## config.mk

```make
export PLATFORM = sky130hd
export DESIGN_NAME = mips_pipe_ctrl
export DESIGN_NICKNAME = d
export VERILOG_FILES = /design/src/rtl/mips_pipe_ctrl.sv
export SDC_FILE = /design/constraint.sdc
export NUM_CORES = 1
export LEC_CHECK = 0
export CORE_UTILIZATION = 42
export CTS_BUF_LIST = sky130_fd_sc_hd__clkbuf_8
export DETAILED_ROUTE_END_ITERATION = 6
export HOLD_SLACK_MARGIN = 0.08
export PLACE_DENSITY = 0.89
export SLEW_MARGIN = 20
export SYNTH_ARGS = -nofsm -noshare
export SYNTH_HDL_FRONTEND = slang
export SYNTH_SLANG_ARGS = --single-unit
```

## constraint.sdc

```tcl
create_clock -name clk -period 1.9 [get_ports clk]
set_input_delay 0.38 -clock clk [delete_from_list [all_inputs] [get_ports clk]]
set_output_delay 0.38 -clock clk [all_outputs]
set_load 0.1 [all_outputs]
```

## src/rtl/mips_pipe_ctrl.sv

```systemverilog
// rtl/mips_pipe_ctrl.sv - fetch, IF/ID, hazard, forwarding and redirect control for a 5-stage MIPS pipe
module mips_pipe_ctrl #(
  parameter int PC_W     = 10,
  parameter int RESET_PC = 0,
  parameter int FWD_EN   = 1,
  parameter int CNT_W    = 16
) (
  input  logic              clk,
  input  logic              rst,
  output logic [PC_W-1:0]   imem_addr,
  input  logic [31:0]       imem_rdata,
  output logic [31:0]       id_inst,
  output logic [PC_W-1:0]   id_pc,
  output logic              id_valid,
  input  logic              id_uses_rs,
  input  logic              id_uses_rt,
  input  logic [4:0]        ex_rs,
  input  logic [4:0]        ex_rt,
  input  logic [4:0]        ex_rd_dest,
  input  logic              ex_reg_write,
  input  logic              ex_mem_read,
  input  logic [4:0]        mem_rd_dest,
  input  logic              mem_reg_write,
  input  logic [4:0]        wb_rd_dest,
  input  logic              wb_reg_write,
  input  logic              ex_branch_taken,
  input  logic [PC_W-1:0]   ex_branch_target,
  output logic              stall,
  output logic              id_ex_bubble,
  output logic [1:0]        fwd_a,
  output logic [1:0]        fwd_b,
  output logic [CNT_W-1:0]  cyc_cnt,
  output logic [CNT_W-1:0]  stall_cnt,
  output logic [CNT_W-1:0]  flush_cnt
);

  localparam logic [PC_W-1:0]  PC_RST  = PC_W'(RESET_PC);
  localparam logic [PC_W-1:0]  PC_ONE  = PC_W'(1);
  localparam logic [CNT_W-1:0] CNT_ONE = CNT_W'(1);
  localparam logic [CNT_W-1:0] CNT_MAX = '1;
  localparam logic [5:0]       OP_J    = 6'b000010;

  logic [PC_W-1:0] pc;
  logic            id_jump;
  logic            hit_ex;
  logic            hit_mem;

  assign imem_addr = pc;
  assign id_jump   = id_valid && (id_inst[31:26] == OP_J);

  // Does the instruction in ID read register r (r0 never counts)?
  function automatic logic id_reads(input logic [4:0] r, input logic [31:0] inst,
                                    input logic vld, input logic urs, input logic urt);
    id_reads = vld && (r != 5'd0) &&
               ((urs && inst[25:21] == r) || (urt && inst[20:16] == r));
  endfunction

  // Saturating increment shared by all performance counters.
  function automatic logic [CNT_W-1:0] sat_inc(input logic [CNT_W-1:0] c);
    sat_inc = (c == CNT_MAX) ? c : c + CNT_ONE;
  endfunction

  // Hazard detection: load-use only with forwarding, every RAW on EX/MEM without it.
  always_comb begin
    hit_ex  = id_reads(ex_rd_dest, id_inst, id_valid, id_uses_rs, id_uses_rt);
    hit_mem = id_reads(mem_rd_dest, id_inst, id_valid, id_uses_rs, id_uses_rt);
    if (FWD_EN != 0) begin
      stall = ex_mem_read && ex_reg_write && hit_ex;
    end else begin
      stall = (ex_reg_write && hit_ex) || (mem_reg_write && hit_mem);
    end
    id_ex_bubble = stall || ex_branch_taken;
  end

  // Forwarding selects; EX/MEM result is younger so it wins over MEM/WB.
  always_comb begin
    fwd_a = 2'b00;
    fwd_b = 2'b00;
    if (FWD_EN != 0) begin
      if (mem_reg_write && mem_rd_dest != 5'd0 && mem_rd_dest == ex_rs) begin
        fwd_a = 2'b10;
      end else if (wb_reg_write && wb_rd_dest != 5'd0 && wb_rd_dest == ex_rs) begin
        fwd_a = 2'b01;
      end
      if (mem_reg_write && mem_rd_dest != 5'd0 && mem_rd_dest == ex_rt) begin
        fwd_b = 2'b10;
      end else if (wb_reg_write && wb_rd_dest != 5'd0 && wb_rd_dest == ex_rt) begin
        fwd_b = 2'b01;
      end
    end
  end

  // PC and IF/ID update: branch beats stall, stall beats jump, else sequential fetch.
  always_ff @(posedge clk) begin
    if (!rst) begin
      pc        <= PC_RST;
      id_inst   <= 32'd0;
      id_pc     <= '0;
      id_valid  <= 1'b0;
      cyc_cnt   <= '0;
      stall_cnt <= '0;
      flush_cnt <= '0;
    end else begin
      cyc_cnt <= sat_inc(cyc_cnt);
      if (ex_branch_taken) begin
        pc        <= ex_branch_target;
        id_inst   <= 32'd0;
        id_valid  <= 1'b0;
        flush_cnt <= sat_inc(flush_cnt);
      end else if (stall) begin
        stall_cnt <= sat_inc(stall_cnt);
      end else if (id_jump) begin
        pc        <= id_inst[PC_W-1:0];
        id_inst   <= 32'd0;
        id_valid  <= 1'b0;
        flush_cnt <= sat_inc(flush_cnt);
      end else begin
        pc       <= pc + PC_ONE;
        id_inst  <= imem_rdata;
        id_pc    <= pc;
        id_valid <= 1'b1;
      end
    end
  end

endmodule

```

# After elaboration in Yosys (flattened, before gate mapping)
# Cells that the tools add are included.
[classes]
muxes = 13
reduce_logical = 23
eq_ne = 11
multipliers = 0
div = 0
add_sub_neg = 4
bitwise = 5
n_lt_le_gt_ge = 0
shifts = 0
[op_table]
columns = ["op", "count"]
rows = [
  ["$mux W16", 4],
  ["$add A16 B1 Y16 const B", 3],
  ["$eq A16 B16 Y1 const B", 3],
  ["$mux W32", 1],
  ["$eq A5 B5 Y1", 6],
  ["$mux W10", 3],
  ["$reduce_bool A5 Y1", 3],
  ["$logic_and A1 B1 Y1", 13],
  ["$add A10 B1 Y10 const B", 1],
  ["$eq A6 B2 Y1 const B", 1],
  ["$reduce_and A3 Y1", 2],
  ["$not A1 Y1", 5],
  ["$mux W2", 2],
  ["$mux W1", 3],
  ["$logic_or A1 B1 Y1", 2],
  ["$ne A2 B2 Y1 const B", 1],
  ["$reduce_and A2 Y1", 1],
  ["$reduce_bool A2 Y1", 1],
  ["$reduce_or A2 Y1", 1],
]
[totals]
register_bits = 101
wordCells = 63
latchBits = 0
out_inout_bits = 107
rom_bits = 0
inputBits = 76
ramBits = 0
n_memories = 0

# Depth between registers and ports, before layout
[logic_depth]
ltp_word = 7
mapped_depth = 9
mapped_depth_nobuf = 7

# Worst setup path after synthesis
# OpenSTA, ideal clock, no wires.
[synth_timing]
kind = "input to output"
startpoint = "input mem_rd_dest[4]"
endpoint = "output fwd_a[0]"
path_slack_ns = -4.063
arrival_ns = 5.583
stages = 4
required_ns = 1.520
n_path_buf = 0
path_cell_list = "xnor2_1 nand3_1 nor4_1 nor4_1"
[synth_via]
elab_chain_len = 4
word_cells_on_any_way = 5
classes_between = "eq/ne: 1; mux: 1; reduce/logical: 3"
[synth_rtl]
columns = ["element", "line_no", "text"]
rows = [
  ["start: declaration", "22", "input logic [4:0] mem_rd_dest,"],
  ["$reduce_bool A5 Y1", "80", "if (mem_reg_write && mem_rd_dest != 5'd0 && mem_rd_dest == ex_rs) begin"],
  ["$logic_and A1 B1 Y1", "80", ""],
  ["$logic_and A1 B1 Y1 *", "80", ""],
  ["$mux W2 *", "80", ""],
  ["end: declaration", "30", "output logic [1:0] fwd_a,"],
]
# Mark *: on every way between the ends. The rest lies on a longest branch, timed or not.

# Worst setup path after layout
[layout_timing]
startpoint = "register id_inst[23]"
endpoint = "output id_ex_bubble"
[layout_via]
elab_chain_len = 6
[layout_rtl]
columns = ["element", "line_no", "text"]
rows = [
  ["start: declaration", "12", "output logic [31:0] id_inst,"],
  ["start signal: assignment", "119", "id_inst <= imem_rdata;"],
  ["$eq A5 B5 Y1", "55", "((urs && inst[25:21] == r) || (urt && inst[20:16] == r));"],
  ["$logic_and A1 B1 Y1", "55", ""],
  ["$logic_or A1 B1 Y1", "55", ""],
  ["$logic_and A1 B1 Y1", "54", "id_reads = vld && (r != 5'd0) &&"],
  ["$logic_and A1 B1 Y1", "68", "stall = ex_mem_read && ex_reg_write && hit_ex;"],
  ["$logic_or A1 B1 Y1", "72", "id_ex_bubble = stall || ex_branch_taken;"],
  ["end: declaration", "29", "output logic id_ex_bubble,"],
]
# No other way between the ends.

==> impl_metrics.env <==
export IMPL_status="finished with violations"
export IMPL_violations="negative setup slack"
export IMPL_yosysMostFrequentCell="dfxtp_1"
export IMPL_ys_ff_latch=101
export IMPL_worst_r2r_startpoint="id_inst[23]$_SDFFE_PP0N_"
export IMPL_dp_hpwl_um=12530
export IMPL_dieWidth_um=112.7
export IMPL_fmax_ghz=0.4465
export IMPL_placed_area_mm2=0.008417
export IMPL_rows=40
export IMPL_drtAntennaViolNets=0
export IMPL_multi_input_area_mm2=0.003411
export IMPL_h_tree_depth=3
export IMPL_finalSetupTns_ns=-5.144
export IMPL_synth_edf_count=0
export IMPL_total_power_mw=5.081
export IMPL_vias_per_cell=5.736
export IMPL_pre_cts_slack_ns=-0.7490
export IMPL_avgSynthCellArea_um2=8.278
export IMPL_clk_pin_slew_ns=0.11
export IMPL_drc=0
export IMPL_ios=183
export IMPL_nets=950
export IMPL_clk_path_buf_depth=2
export IMPL_syn_area_mm2=0.005149
export IMPL_tightestPinTransition_ns=0.4609
export IMPL_io_buffers=182
export IMPL_cts_tree="done"
export IMPL_numCtsBuffers=9
export IMPL_synth_largest_area_cell="dfxtp_1"
export IMPL_drt_iter0_drc=588
export IMPL_detail_route_wl_per_cell_um=17.83
export IMPL_arrival_ns=1.86
export IMPL_grt_pass1_vias=5575
export IMPL_core_mm2=0.01196
export IMPL_cp_max_fo=4
export IMPL_antenna_cells=0
export IMPL_grt_pass1_wl_um=27840
export IMPL_antenna_found_initial=0
export IMPL_synth_top_cell_area_share_pct=39.27
export IMPL_die_area_mm2=0.01271
export IMPL_synth_main_ff_cell="dfxtp_1"
export IMPL_r2r_end="stall_cnt[3]$_SDFFE_PN0P_"
export IMPL_fill_cells=767
export IMPL_ff2ff_setup_slack_ns=-0.25
export IMPL_synth_fp_nets=702
export IMPL_ff2ff_path_depth=8
export IMPL_synthDistinctLibCells=60
export IMPL_required_ns=1.52
export IMPL_drtPass1Iterations=5
export IMPL_hp_start="id_inst[15]$_SDFFE_PP0N_"
export IMPL_post_route_util_pct=76.37
export IMPL_drive_gt1_share_pct=43.89
export IMPL_hold_path_depth=2
export IMPL_areaGrowthSynthToFinish_pct=77.42
export IMPL_slew_violations=0
export IMPL_hold_viol=0
export IMPL_worst_ir_drop_vdd_uv=537.6
export IMPL_cts_sinks=101
export IMPL_timing_max_cap_violations=0
export IMPL_wl_um=18220
export IMPL_synth_seq_area_share_pct=39.27
export IMPL_endpoint_kind="primary output"
export IMPL_clock_skew_ns=0.02145
export IMPL_setup_viol=34
export IMPL_synthTopCellsByArea="dfxtp_1 39%, nand3_1 6.0%, a21oi_1 5.6%"
export IMPL_hold_path_end="id_inst[15]$_SDFFE_PP0N_"
export IMPL_num_vias=5862
export IMPL_relSlewSlack_pct=69.18
export IMPL_clkLatencyLatePin_ns=0.39
export IMPL_rsz0062_at_grt="true"
export IMPL_cts_root_buf="clkbuf_8"
export IMPL_synth_cells=622
export IMPL_path_class="register to primary output"
export IMPL_p_leak_nw=3.653
export IMPL_synthTopCellsByCount="101 x dfxtp_1, 73 x nand2_1, 62 x nand3_1"
export IMPL_grt_usage_pct=27.42
export IMPL_grt_max_degree=52
export IMPL_hold_path_class="register to register"
export IMPL_die_y_um=112.7
export IMPL_finalCritPeriodShare_pct=117.9
export IMPL_synthArstFlopShare_pct=0
export IMPL_finalCriticalPeriod_ns=2.240
export IMPL_finish_instance_area_mm2=0.009135
export IMPL_powerDensity_mw_per_mm2=556.2
export IMPL_regArea_mm2=0.002207
export IMPL_ys_warnings_count=0
export IMPL_fin_ws_ns=-0.3398
export IMPL_globalplace_congestion=0.8985
export IMPL_start_util_pct=43.04
export IMPL_overflow=0
export IMPL_critPathLaunchType="register"
-- cells in the final DEF, fill, tap and decap left out, drive strengths merged, types with 2 or more instances in the layout --
cell type | synthesis | layout
o31ai | 5 | 5
inv | 13 | 16
xor2 | 18 | 18
o2111ai | 4 | 4
dlymetal6s2s | 0 | 2
or4 | 10 | 10
xnor2 | 26 | 26
dlygate4sd2 | 0 | 8
clkdlybuf4s15 | 0 | 3
a211oi | 5 | 5
nor3 | 11 | 11
o211ai | 9 | 9
buf | 9 | 208
ha | 4 | 4
nand4 | 11 | 11
o21ai | 34 | 34
clkinv | 0 | 3
nand2 | 74 | 74
and3 | 9 | 9
a21oi | 59 | 59
clkbuf | 25 | 12
mux2i | 25 | 25
nor2 | 33 | 33
nor4 | 6 | 6
or3 | 14 | 14
clkdlybuf4s50 | 0 | 48
o22ai | 2 | 2
a31oi | 11 | 11
o21bai | 2 | 2
nand3 | 62 | 62
and4 | 9 | 9
a211o | 3 | 3
and2 | 4 | 4
nand2b | 10 | 10
dfxtp | 101 | 101
-- worst max path at each step --
| stage | start | to | slack (ns) | cells after the start |
|---|---|---|---|---|
| 2_1_floorplan | mem_rd_dest[1] | fwd_a[0] | -0.81 | 4 |
| 3_3_place_gp | wb_rd_dest[4] | fwd_a[0] | -0.70 | 6 |
| 3_5_place_dp | wb_rd_dest[4] | fwd_a[0] | -0.75 | 6 |
| 4_1_cts | mem_rd_dest[4] | fwd_b[0] | -0.31 | 6 |
| 5_1_grt | id_inst[23]$_SDFFE_PP0N_ | id_ex_bubble | -0.42 | 7 |
| 6_report | id_inst[23]$_SDFFE_PP0N_ | id_ex_bubble | -0.34 | 7 |
-- routing by layer --
layer | part of all wire (%) | GRT usage (%) | wire length [um] | up-vias
met1 | 41 | 33.92 | 7492 | 2810
li1 | - | - | - | 2754
met2 | 49 | 45.14 | 8902 | 244
met5 | 0 | 0 | 0 | -
met3 | 6.1 | 6.963 | 1116 | 54
met4 | 3.9 | 12.09 | 707 | 0
-- worst max-delay path, cell delays in order, from the launching register on --
cell and delay [ns]:
dfxtp_4 0.38, xnor2_2 0.22, nand4_2 0.16, o22ai_4 0.22, nand2_4 0.12, buf_12 0.16, nand2_8 0.05, buf_12 0.17
-- area by class of cell --
class / count / share of cell area [%]
clock buffer: 9 / 1.356
clock inverter: 7 / 0.8903
inverter: 13 / 0.5616
multi-input combinational: 473 / 37.34
sequential: 101 / 24.16
tap: 147 / 2.013
timing repair buffer: 272 / 33.68
-- logic make-up (layout without fill, tap and decap cells) --
group | Yosys count | count (layout) | share of synthesized area (%)
XOR/XNOR | 44 | 44 | 7.776
multiplexers | 25 | 25 | 4.860
adder cells (fa/ha/maj) | 4 | 4 | 0.9721
AND/OR/NAND/NOR | 259 | 259 | 25.93
buffers and inverters | 48 | 301 | 4.155
flip-flops | 101 | 101 | 39.27
AO/OA/AOI/OAI | 141 | 141 | 17.04
-- registers in the layout, summed over array words and instances, names as in the netlist --
signal / flops
flush_cnt: 16
id_valid: 1
cyc_cnt: 16
id_inst: 32
imem_addr: 10
id_pc: 10
stall_cnt: 16
-- repair_timing --
action / in CTS / in global routing
buffers inserted: 11 / 5
gates cloned: 0 / 3
endpoints found under the setup margin: 84 / 84
hold buffers: 0 / 0
gates resized for setup: 81 / 78
pin swaps: 24 / 33
endpoints found under the hold margin: 0 / 0
-- per-stage QoR --
step,cells,hold slack (ns)
global placement,989,0.4386
detailed placement,989,0.4456
global route,1022,0.4827
floorplan,622,0.5178
CTS,1015,0.4609
finish,1022,0.4572
-- power by group --
part           total [mW]  leakage [nW]  internal [mW]  switching, mW
Clock                1.47         0.106          0.631          0.838
Sequential           2.25         0.868           2.15          0.100
Combinational        1.36          2.68          0.550          0.815
Total                5.08          3.65           3.33           1.75
No activity file was read; power rests on OpenSTA's default activity.
